File: config.mk
export PLATFORM = sky130hd
export DESIGN_NAME = pipe_hazard_ctrl
export DESIGN_NICKNAME = d
export VERILOG_FILES = /design/src/rtl/pipe_pkg.sv /design/src/rtl/pipe_hazard_ctrl_fwd_sel.sv /design/src/rtl/pipe_hazard_ctrl.sv
export SDC_FILE = /design/constraint.sdc
export NUM_CORES = 1
export LEC_CHECK = 0
export CAP_MARGIN = 20
export CORE_MARGIN = 2
export CORE_UTILIZATION = 58
export CTS_BUF_LIST = sky130_fd_sc_hd__clkbuf_8
export DETAILED_ROUTE_END_ITERATION = 16
export DONT_BUFFER_PORTS = 1
export PLACE_DENSITY = 0.81
export REMOVE_ABC_BUFFERS = 1
export SLEW_MARGIN = 20
export SYNTH_ARGS = -nofsm -noshare
export SYNTH_HDL_FRONTEND = slang
export SYNTH_SLANG_ARGS = --single-unit
File: constraint.sdc
create_clock -name clk -period 8.03 [get_ports clk]
set_clock_uncertainty 0.2 [all_clocks]
set_input_delay 1.606 -clock clk [delete_from_list [all_inputs] [get_ports clk]]
set_output_delay 1.606 -clock clk [all_outputs]
set_load 0.02 [all_outputs]
File: src/rtl/pipe_pkg.sv
`default_nettype none
// ============================================================================
//  Module      : pipe_pkg
//  Description : Shared encodings for the pipeline hazard controller:
//                next-PC ops, writeback selects, forwarding selects, FSM state.
//  Revision    : 1.0  initial release
// ============================================================================
package pipe_pkg;

  // Next-PC operation carried by the instruction in EX
  localparam logic [1:0] NPC_PC4  = 2'b00;
  localparam logic [1:0] NPC_BR   = 2'b01;
  localparam logic [1:0] NPC_JAL  = 2'b10;
  localparam logic [1:0] NPC_JALR = 2'b11;

  // Register-file writeback source; WSEL_RAM identifies a load
  localparam logic [1:0] WSEL_ALU = 2'b00;
  localparam logic [1:0] WSEL_RAM = 2'b01;
  localparam logic [1:0] WSEL_PC4 = 2'b10;
  localparam logic [1:0] WSEL_IMM = 2'b11;

  // EX operand source selects
  localparam logic [1:0] FWD_RF  = 2'b00;
  localparam logic [1:0] FWD_MEM = 2'b01;
  localparam logic [1:0] FWD_WB  = 2'b10;

  // Memory-wait monitor state
  typedef enum logic [0:0] {
    ST_RUN  = 1'b0,
    ST_WAIT = 1'b1
  } state_e;

  // True when the EX instruction changes control flow
  function automatic logic is_redirect(input logic [1:0] npc_op,
                                       input logic       br_taken);
    logic r;
    r = 1'b0;
    case (npc_op)
      NPC_BR:   r = br_taken;
      NPC_JAL:  r = 1'b1;
      NPC_JALR: r = 1'b1;
      default:  r = 1'b0;
    endcase
    return r;
  endfunction

endpackage
`default_nettype wire

File: src/rtl/pipe_hazard_ctrl_fwd_sel.sv
`default_nettype none
// ============================================================================
//  Module      : fwd_sel
//  Description : Forwarding source select for one EX operand. The younger
//                result in EX/MEM has priority over the one in MEM/WB; x0 is
//                never forwarded.
//  Revision    : 1.0  initial release
// ============================================================================
module fwd_sel (
  input  logic [4:0] ex_rs,
  input  logic [4:0] mem_rd,
  input  logic       mem_rf_we,
  input  logic [4:0] wb_rd,
  input  logic       wb_rf_we,
  output logic [1:0] sel
);
  import pipe_pkg::*;

  // Priority match: MEM first, then WB, else register file
  always_comb begin
    sel = FWD_RF;
    if (mem_rf_we && (mem_rd != 5'd0) && (mem_rd == ex_rs)) begin
      sel = FWD_MEM;
    end else if (wb_rf_we && (wb_rd != 5'd0) && (wb_rd == ex_rs)) begin
      sel = FWD_WB;
    end
  end

endmodule
`default_nettype wire

File: src/rtl/pipe_hazard_ctrl.sv
`default_nettype none
// ============================================================================
//  Module      : pipe_hazard_ctrl
//  Description : Stall/flush generation for the five pipeline registers,
//                EX operand forwarding selects, data-memory wait timeout
//                monitor and saturating stall/flush performance counters.
//  Revision    : 1.0  initial release
// ============================================================================
module pipe_hazard_ctrl #(
  parameter int TIMEOUT = 64
) (
  input  logic        clk,
  input  logic        rst,
  input  logic [4:0]  id_rs1,
  input  logic [4:0]  id_rs2,
  input  logic        id_rs1_used,
  input  logic        id_rs2_used,
  input  logic [4:0]  ex_rs1,
  input  logic [4:0]  ex_rs2,
  input  logic [4:0]  ex_rd,
  input  logic        ex_rf_we,
  input  logic [1:0]  ex_rf_wsel,
  input  logic [1:0]  ex_npc_op,
  input  logic        ex_br_taken,
  input  logic [4:0]  mem_rd,
  input  logic        mem_rf_we,
  input  logic [4:0]  wb_rd,
  input  logic        wb_rf_we,
  input  logic        dmem_req,
  input  logic        dmem_ack,
  output logic        pc_stall,
  output logic        if_id_stall,
  output logic        if_id_flush,
  output logic        id_ex_stall,
  output logic        id_ex_flush,
  output logic        ex_mem_stall,
  output logic        mem_wb_flush,
  output logic [1:0]  fwd_rs1_sel,
  output logic [1:0]  fwd_rs2_sel,
  output logic        err_timeout,
  output logic [31:0] stall_cnt,
  output logic [31:0] flush_cnt
);
  import pipe_pkg::*;

  localparam int         CW        = $clog2(TIMEOUT + 1);
  localparam logic [CW-1:0] C_TIMEOUT = CW'(TIMEOUT);
  localparam logic [0:0] S_RUN     = ST_RUN;
  localparam logic [0:0] S_WAIT    = ST_WAIT;

  logic          mem_wait;
  logic          redirect;
  logic          load_use;
  logic          id_hit;
  logic [1:0]    fwd1_raw;
  logic [1:0]    fwd2_raw;

  logic          sup_q,   sup_d;
  logic [0:0]    state_q, state_d;
  logic [CW-1:0] wcnt_q,  wcnt_d;
  logic          err_q,   err_d;
  logic [31:0]   stall_cnt_q, stall_cnt_d;
  logic [31:0]   flush_cnt_q, flush_cnt_d;

  // Hazard classification in priority order: mem_wait > redirect > load_use.
  // A redirect during mem_wait is simply held by the EX stall until the wait ends.
  always_comb begin
    mem_wait = dmem_req & ~dmem_ack;
    redirect = is_redirect(ex_npc_op, ex_br_taken) & ~mem_wait;
    id_hit   = (id_rs1_used && (id_rs1 == ex_rd)) ||
               (id_rs2_used && (id_rs2 == ex_rd));
    // The suppress bit masks load_use while ID holds a just-flushed bubble
    load_use = (ex_rf_wsel == WSEL_RAM) && ex_rf_we && (ex_rd != 5'd0) &&
               id_hit && !mem_wait && !redirect && !sup_q;
  end

  // Stall/flush drive; everything is held at 0 while in reset
  always_comb begin
    pc_stall     = 1'b0;
    if_id_stall  = 1'b0;
    if_id_flush  = 1'b0;
    id_ex_stall  = 1'b0;
    id_ex_flush  = 1'b0;
    ex_mem_stall = 1'b0;
    mem_wb_flush = 1'b0;
    if (!rst) begin
      if (mem_wait) begin
        pc_stall     = 1'b1;
        if_id_stall  = 1'b1;
        id_ex_stall  = 1'b1;
        ex_mem_stall = 1'b1;
        mem_wb_flush = 1'b1;
      end else if (redirect) begin
        if_id_flush  = 1'b1;
        id_ex_flush  = 1'b1;
      end else if (load_use) begin
        pc_stall     = 1'b1;
        if_id_stall  = 1'b1;
        id_ex_flush  = 1'b1;
      end
    end
  end

  fwd_sel u_fwd_rs1 (
    .ex_rs     (ex_rs1),
    .mem_rd    (mem_rd),
    .mem_rf_we (mem_rf_we),
    .wb_rd     (wb_rd),
    .wb_rf_we  (wb_rf_we),
    .sel       (fwd1_raw)
  );

  fwd_sel u_fwd_rs2 (
    .ex_rs     (ex_rs2),
    .mem_rd    (mem_rd),
    .mem_rf_we (mem_rf_we),
    .wb_rd     (wb_rd),
    .wb_rf_we  (wb_rf_we),
    .sel       (fwd2_raw)
  );

  // Forward selects, forced to register-file source during reset
  always_comb begin
    fwd_rs1_sel = rst ? FWD_RF : fwd1_raw;
    fwd_rs2_sel = rst ? FWD_RF : fwd2_raw;
  end

  // Next-state for suppress bit and saturating performance counters
  always_comb begin
    sup_d       = redirect;
    stall_cnt_d = stall_cnt_q;
    flush_cnt_d = flush_cnt_q;
    if (pc_stall && (stall_cnt_q != 32'hFFFF_FFFF)) begin
      stall_cnt_d = stall_cnt_q + 32'd1;
    end
    if ((if_id_flush || id_ex_flush) && (flush_cnt_q != 32'hFFFF_FFFF)) begin
      flush_cnt_d = flush_cnt_q + 32'd1;
    end
  end

  // Memory-wait monitor: counts cycles spent in WAIT and latches a timeout
  always_comb begin
    state_d = state_q;
    wcnt_d  = wcnt_q;
    err_d   = err_q;
    case (state_q)
      S_RUN: begin
        if (mem_wait) begin
          state_d = S_WAIT;
          wcnt_d  = '0;
        end
      end
      S_WAIT: begin
        if (wcnt_q != C_TIMEOUT) begin
          wcnt_d = wcnt_q + CW'(1);
        end
        if (wcnt_d == C_TIMEOUT) begin
          err_d = 1'b1;
        end
        if (dmem_ack || !dmem_req) begin
          state_d = S_RUN;
        end
      end
      default: begin
        state_d = S_RUN;
        wcnt_d  = '0;
      end
    endcase
  end

  // State registers with asynchronous active-high reset
  always_ff @(posedge clk or posedge rst) begin
    if (rst) begin
      sup_q       <= 1'b0;
      state_q     <= S_RUN;
      wcnt_q      <= '0;
      err_q       <= 1'b0;
      stall_cnt_q <= 32'd0;
      flush_cnt_q <= 32'd0;
    end else begin
      sup_q       <= sup_d;
      state_q     <= state_d;
      wcnt_q      <= wcnt_d;
      err_q       <= err_d;
      stall_cnt_q <= stall_cnt_d;
      flush_cnt_q <= flush_cnt_d;
    end
  end

  assign err_timeout = err_q;
  assign stall_cnt   = stall_cnt_q;
  assign flush_cnt   = flush_cnt_q;

endmodule
`default_nettype wire

# [Yosys cells after proc, flatten, opt, wreduce, memory -nomap -nowiden]
# Index checks and enable logic that the tools add are counted.
[classes] n_addsub=3 n_reduce_logical=28 n_bitwise=5 n_mux=25 n_eq_ne=15
[op_table] cell="$add A32 B1 Y32 const B" count=2
[op_table] cell="$ne A32 B32 Y1 const B" count=2
[op_table] cell="$eq A5 B5 Y1" count=6
[op_table] cell="$mux W7" count=3
[op_table] cell="$logic_and A1 B1 Y1" count=16
[op_table] cell="$reduce_bool A5 Y1" count=3
[op_table] cell="$pmux W7 S2" count=1
[op_table] cell="$mux W1" count=13
[op_table] cell="$mux W2" count=6
[op_table] cell="$add A7 B1 Y7 const B" count=1
[op_table] cell="$eq A7 B7 Y1 const B" count=1
[op_table] cell="$ne A7 B7 Y1 const B" count=1
[op_table] cell="$eq A2 B1 Y1 const B" count=2
[op_table] cell="$eq A2 B2 Y1 const B" count=2
[op_table] cell="$logic_not A1 Y1" count=4
[op_table] cell="$pmux W1 S2" count=2
[op_table] cell="$logic_or A1 B1 Y1" count=3
[op_table] cell="$not A1 Y1" count=3
[op_table] cell="$and A1 B1 Y1" count=2
[op_table] cell="$ne A2 B2 Y1 const B" count=1
[op_table] cell="$reduce_and A2 Y1" count=1
[op_table] cell="$reduce_or A2 Y1" count=1
[totals] out_inout_bits=76 input_bits=49 register_bits=74

# [Depth between registers and ports, before layout]
# Gate-level depths: netlist (run 1).
[depth] word_depth=13 depth_mapped=9

# [Hierarchy]
# A second synthesis (run 1) with hierarchy kept.
[unflattened] hier_cells=443 hier_area_um2=4227.8
[modules_own_cells] mod="pipe_hazard_ctrl" seq_area_each_um2=1851.8 area_per_inst_um2=3925.0 instances=1 cells_per_inst=403
[modules_own_cells] mod="fwd_sel" seq_area_each_um2=0.0 area_per_inst_um2=151.4 instances=2 cells_per_inst=20

# [Worst setup path before layout (run 1)]
# OpenSTA, ideal clock, no wires.
[synth_timing] path_type="input-to-output" startpoint="input port rst" endpoint="output port fwd_rs1_sel[1]" path_buffers=0 path_stages=4 slack_ps=1530 t_arrival_ps=4694 path_cell_list="inv_1 > o211ai_1 > or4_1 > nor4_1"
[synth_between] elab_chain_len=1
[synth_lines] item="start, declared" line="pipe_hazard_ctrl.sv:13" source="input logic rst,"
[synth_lines] item="$mux W2" line="pipe_hazard_ctrl.sv:124" source="fwd_rs1_sel = rst ? FWD_RF : fwd1_raw;"
[synth_lines] item="end, declared" line="pipe_hazard_ctrl.sv:38" source="output logic [1:0] fwd_rs1_sel,"
# Every way passes these cells.

# [Final worst setup path (run 1)]
[layout_timing] startpoint="input port mem_rd[0]" endpoint="output port fwd_rs1_sel[1]"
[layout_between] elab_chain_len=5 word_cells_on_any_way=6 classes_between="eq/ne: 1; mux: 2; reduce/logical: 3"
[layout_lines] item="start, declared" line="pipe_hazard_ctrl.sv:25" source="input logic [4:0] mem_rd,"
[layout_lines] item="$reduce_bool A5 Y1" line="pipe_hazard_ctrl_fwd_sel.sv:22" source="if (mem_rf_we && (mem_rd != 5'd0) && (mem_rd == ex_rs)) begin"
[layout_lines] item="$logic_and A1 B1 Y1" line="pipe_hazard_ctrl_fwd_sel.sv:22"
[layout_lines] item="$logic_and A1 B1 Y1 (*)" line="pipe_hazard_ctrl_fwd_sel.sv:22"
[layout_lines] item="$mux W2 (*)" line="pipe_hazard_ctrl_fwd_sel.sv:22"
[layout_lines] item="$mux W2 (*)" line="pipe_hazard_ctrl.sv:124"
# Every way passes the cells marked *; elsewhere a longest branch is shown, timed or not.

==> metrics.cfg, run 1 <==
[floorplanning]
dieArea_mm2=0.00793
start_util_pct=58.8
boundaryPins=125
core_area_mm2=0.00714
placementRows=31
die_h_um=89.1
die_w_um=89.1

[drt]
wl_um=9080
wl_per_cell_um=17.1
drc=0
vias_per_cell=6.04
ant_nets=0
vias=3208
drt_first_pass_iters=4
drt_iter0_markers=216

[clock_network]
clockBufferDepth=2
root_buffer=clkbuf_8
post-cts-setup-buffers=0
cts_tree=yes
cts_resized=0
cts_num_sinks=74
ctsHtreeMaxLevel=3
cts_buffers=9
clkLatencyLatePin_ns=0.34
ctsHoldBuffers=0
clk_pin_slew_ns=0.07

[critical_path]
cp.arrival_ns=3.43
reg2reg_to=stall_cnt[3]$_DFFE_PP0P_
start_kind=input port
critical_path_class=input port to output port
rrSetupSlack_ns=4.90
critPathBufInv=0
critical-path-top-delay-family=simple AND/OR/NAND/NOR gates
slowest_stage=nor4_1
cp_cell_sequence=or4_1, o21ai_0, nor3_1, nor4_1
rr_worst_depth=7
worstPathRequired_ns=6.22
endpoint_kind=output port
r2r_start=stall_cnt[0]$_DFFE_PP0P_
cp_max_fo=4
slowest_delay_ns=0.83

[timing]
rsz0062_at_grt=false
slew_viol_final=0
hold_viol_final=0
relSlewSlack_pct=33.3
tightest_slew_ns=0.991
layout_min_cycle_time_ns=5.24
timing.fmax_mhz=191
finalSetupViolCount=0
fin_crit_sh_pct=65.2
setup_tns_ns=0

[yosys]
syn_area_per_cell_um2=9.69
synth_top_area_share_pct=44.1
yosysSeqAreaShare_pct=44.1
synth_top_area_cell=dfrtp_1
syn-cell-area_mm2=0.00420
yosysWarningCount=0
netlist_top_cells_area=dfrtp_1 (44%), xor2_1 (9.8%), xnor2_1 (9.6%), nand3_1 (4.2%), nand4_1 (3.4%)
synth_cell_types=41
synth_edf_count=0
syn_inst=433
synth-seq-cells=74
ys_async_sr_fraction_pct=100
synth-main-ff-cell=dfrtp_1

[pwr]
pwr-share-clk_pct=35.7
power_density_mw_per_mm2=217
p_switching_uw=297
swShare_pct=30.6
p_leak_uw=0.00193
vdd_drop_max_mv=0.147
seq_power_share_pct=53.3
internal-power_uw=674
pwr-share-comb_pct=11.0

[run]
drv_cap=0

[global_route]
grt_pass1_vias=3172
grt_overflow=0
antenna_found_initial=0
grt_pass1_wl_um=14700
grtUsageTotal_pct=23.5
grt_max_degree=65

[placement]
port_buffers=0
dp.cells=516
hpwl_um=6480
routabilityCongestion=0.868

[finish]
drive_gt1_share_pct=7.18
instances_no_fill=531
post-route-util_pct=62.8
syn_to_final_growth_pct=6.83
antennaDiodeCount=0
final_nets=481

[min_path]
worstHoldPathType=register to register
whs_endpoint=wcnt_q[6]$_DFFE_PP0P_
holdPathStages=2
worstHoldStart=wcnt_q[6]$_DFFE_PP0P_

[status]
outcome=complete, no violations

==> worst min-delay path, cell delays in order (launching register included) <==
cell and delay (ns):
dfrtp_1 0.38, nand2_1 0.06, nand2_1 0.06
==> how the worst max path moves through the flow <==
| stage | from | end | slack (ns) | cells past startpoint |
|---|---|---|---|---|
| final | mem_rd[0] | fwd_rs1_sel[1] | 2.79 | 4 |
| after global routing | mem_rd[0] | fwd_rs1_sel[1] | 2.60 | 4 |
| after CTS | mem_rd[0] | fwd_rs1_sel[1] | 2.79 | 4 |
| after detailed placement | mem_rd[0] | fwd_rs1_sel[1] | 2.79 | 4 |
| after global placement | mem_rd[0] | fwd_rs1_sel[1] | 2.88 | 4 |
| after floorplan | rst | fwd_rs1_sel[1] | 1.53 | 4 |
==> logic make-up (layout without fill, tap and decap cells) <==
| logic type | after synthesis | after routing | synth area share (%) |
|---|---|---|---|
| flip-flops | 74 | 74 | 44.1 |
| AND/OR/NAND/NOR | 204 | 204 | 27.1 |
| buffers and inverters | 29 | 28 | 3.28 |
| XOR/XNOR | 94 | 94 | 19.8 |
| multiplexers | 2 | 2 | 0.536 |
| adder cells (fa/ha/maj) | 4 | 4 | 1.19 |
| AO/OA/AOI/OAI | 26 | 26 | 3.96 |
==> power by group through the flow <==
| stage | Sequential, µW | Clock (µW) | Combinational [µW] |
|---|---|---|---|
| finish | 518 | 347 | 107 |
| CTS | 518 | 353 | 108 |
| global placement | 523 | 0 | 104 |
| floorplan | 510 | 0 | 90.0 |
| global route | 526 | 371 | 123 |
| detailed placement | 525 | 0 | 107 |
==> cells in the mapped netlist, types with 2 or more instances <==
| master | instances |
|---|---|
| a21o_1 | 4 |
| dfrtp_1 | 74 |
| nor3_1 | 27 |
| nand3_1 | 35 |
| nor4b_1 | 4 |
| nor2_1 | 21 |
| clkbuf_1 | 7 |
| nand2_1 | 35 |
| o21ai_0 | 8 |
| nor3_2 | 6 |
| or4_4 | 2 |
| nand4_1 | 23 |
| and4_1 | 6 |
| a21oi_1 | 3 |
| ha_1 | 4 |
| nor2b_1 | 2 |
| o21ai_1 | 2 |
| xnor2_1 | 46 |
| o31ai_1 | 3 |
| buf_2 | 8 |
| buf_4 | 3 |
| inv_1 | 10 |
| and3_1 | 11 |
| xor2_1 | 47 |
| or4_1 | 4 |
| nor4_1 | 20 |
| and2_1 | 3 |
| mux2_1 | 2 |
==> metal layers <==
metal	routed length (µm)	up-vias	GRT usage (%)
li1	-	1530	-
met1	3580	1528	28.9
met2	4490	130	37.1
met3	747	20	9.33
met4	259	0	9.63
met5	0	-	0
==> final cells by class <==
| type | instances | area, µm² |
|---|---|---|
| Clock buffer | 10 | 138 |
| Clock inverter | 5 | 103 |
| Fill cell | 606 | 2650 |
| Inverter | 10 | 37.5 |
| Multi-Input combinational cell | 330 | 2210 |
| Sequential cell | 74 | 1850 |
| Tap cell | 99 | 124 |
| Timing Repair Buffer | 3 | 22.5 |
==> per-stage QoR <==
step	area (µm²)	hold slack [ns]	total power (µW)	setup slack, ns
after floorplan	4100	0.289	600	1.53
after global placement	4240	0.310	627	2.88
after detailed placement	4240	0.317	632	2.79
after CTS	4480	0.334	979	2.79
after global routing	4480	0.377	1020	2.60
final	4480	0.333	971	2.79
==> state kept, by name, indices dropped and copies added (netlist names) <==
register	flops
sup_q	1
err_timeout	1
wcnt_q	7
flush_cnt	32
state_q	1
stall_cnt	32
==> layout by cell type, fill, tap and decap left out, types with 2 or more instances in the layout <==
cell type   n
nor3_2      6
xnor2_1    46
or4_1       4
nor4b_1     4
bufinv_16   3
a21oi_1     3
nor4_1     20
or4_4       2
o21ai_0     8
a21o_1      4
o31ai_1     3
nand3_1    35
nor3_1     27
nand4_1    23
nor2_1     21
nand2_1    35
mux2_1      2
inv_1       9
and2_1      3
clkbuf_8   10
nor2b_1     2
buf_4       3
dfrtp_1    74
xor2_1     47
ha_1        4
and3_1     11
and4_1      6
o21ai_1     2
(Power assumes the default switching activity.)
==> run 2, diff against run 1 <==
Clock period 8.03 ns to 5.1 ns, I/O delays scaled along.
==> run 2 against run 1 <==
  * First-iteration DRC count shrank 37%
  * Register-to-register slack lost 2.9 ns
  * Global-route usage grew 0.11 points
  * Total power grew 58%
  * Critical path depth is the same
  * Non-clock buffer count grew 3
  * Sequential power grew 57%
  * Sequential share of layout area shrank 0.21 points
  * Final cell count grew 0.75%
  * Worst hold slack gained 0.014 ns
  * Die area is the same
==> metrics.cfg, run 2 (same netlist as run 1, synthesis figures left out) <==
[status]
outcome=complete, no violations

[floorplanning]
placementRows=31
dieArea_mm2=0.00793
boundaryPins=125
start_util_pct=58.8
core_area_mm2=0.00714
die_w_um=89.1
die_h_um=89.1

[timing]
setup_slack_ns=1.27
setup_tns_ns=0
timing.fmax_mhz=261
hold_viol_final=0
fin_crit_sh_pct=75.1
slew_viol_final=0
relSlewSlack_pct=36.0
layout_min_cycle_time_ns=3.83
tightest_slew_ns=0.960
finalSetupViolCount=0
hold_ws_ns=0.347
rsz0062_at_grt=false

[clock_network]
cts_num_sinks=74
post-cts-setup-buffers=0
clkLatencyLatePin_ns=0.34
cts_buffers=9
root_buffer=clkbuf_8
cts_resized=0
cts_tree=yes
clockBufferDepth=2
clk_pin_slew_ns=0.07
ctsHtreeMaxLevel=3
ctsHoldBuffers=0

[global_route]
grtUsageTotal_pct=23.6
grt_pass1_wl_um=14900
antenna_found_initial=0
grt_max_degree=79
grt_pass1_vias=3377
grt_overflow=0

[run]
drv_cap=0

[drt]
drt_iter0_markers=136
vias_per_cell=6.14
drc=0
wl_um=9090
ant_nets=0
vias=3287
drt_first_pass_iters=4
wl_per_cell_um=17.0

[finish]
fill_cells=620
syn_to_final_growth_pct=7.36
antennaDiodeCount=0
layout_commonest_cell=dfrtp_1
layout_common_cells=dfrtp_1 (74), xor2_1 (47), xnor2_1 (46), nand3_1 (35), nand2_1 (35)
final_nets=484
drive_gt1_share_pct=8.03
instances_no_fill=535
post-route-util_pct=63.1

[critical_path]
cp.arrival_ns=2.61
rr_worst_depth=8
cp_max_fo=4
critical_path_class=input port to output port
worstPathRequired_ns=3.88
start_kind=input port
endpoint_kind=output port

[pwr]
seq_power_share_pct=53.2
swShare_pct=31.4
pwr-share-clk_pct=35.7
p_leak_uw=0.00195
internal-power_uw=1050
power_density_mw_per_mm2=340
pwr-share-comb_pct=11.1
p_switching_uw=481
vdd_drop_max_mv=0.216

[placement]
dp.cells=519
hpwl_um=6560
pre_cts_slack_ns=1.28
routabilityCongestion=0.823
port_buffers=0

[min_path]
worstHoldPathType=register to register
holdPathStages=2

run 2: cell types whose count changed in the layout (fill, tap and decap cells not counted), sizes merged:
| cell | previous run | this run |
|---|---|---|
| buf | 3 | 6 |
| clkbuf | 10 | 9 |
| clkinv | 1 | 2 |
| inv | 10 | 11 |
run 2: worst paths after layout:
check / slack (ns) / from / to
hold reg to reg: 0.35 / wcnt_q[6]$_DFFE_PP0P_ / wcnt_q[6]$_DFFE_PP0P_
setup / recovery: 1.27 / mem_rd[0] / fwd_rs2_sel[1]
setup reg to reg: 2.04 / flush_cnt[0]$_DFFE_PP0P_ / flush_cnt[31]$_DFFE_PP0P_
hold / removal: 0.35 / wcnt_q[6]$_DFFE_PP0P_ / wcnt_q[6]$_DFFE_PP0P_
min in group asynchronous: 0.70 / rst / stall_cnt[13]$_DFFE_PP0P_
max in group asynchronous: 3.40 / rst / wcnt_q[2]$_DFFE_PP0P_
run 2: routing by layer:
layer | vias to the layer above | GRT usage (%) | part of all wire, % | wire [µm]
met5 | - | 0 | 0 | 0
li1 | 1536 | - | - | -
met4 | 0 | 8.55 | 1.8 | 165
met2 | 124 | 38.7 | 49 | 4420
met1 | 1609 | 29.2 | 41 | 3760
met3 | 18 | 8.03 | 8.2 | 748
run 2: critical path, stage by stage:
cell and delay [ns]:
or4_1 0.52, o21ai_0 0.38, nor3_1 0.12, nor3_1 0.56
run 2: layout make-up:
class,count,area (µm²),area share [%]
Multi-Input combinational cell,330,2210,49.0
Sequential cell,74,1850,41.1
Clock buffer,9,124,2.75
Tap cell,99,124,2.75
Clock inverter,7,116,2.58
Timing Repair Buffer,6,45.0,0.999
Inverter,10,37.5,0.833
run 2: metrics by stage:
step                      total power, µW  area (µm²)
after floorplan                       944        4100
after global placement                988        4270
after detailed placement             1000        4270
after CTS                            1540        4510
after global routing                 1620        4510
final                                1530        4510
run 2: power groups by stage:
stage	Clock, µW	Sequential (µW)	Combinational [µW]
floorplan	0	802	142
global placement	0	823	164
detailed placement	0	828	171
CTS	556	816	173
global route	587	832	201
finish	548	815	170
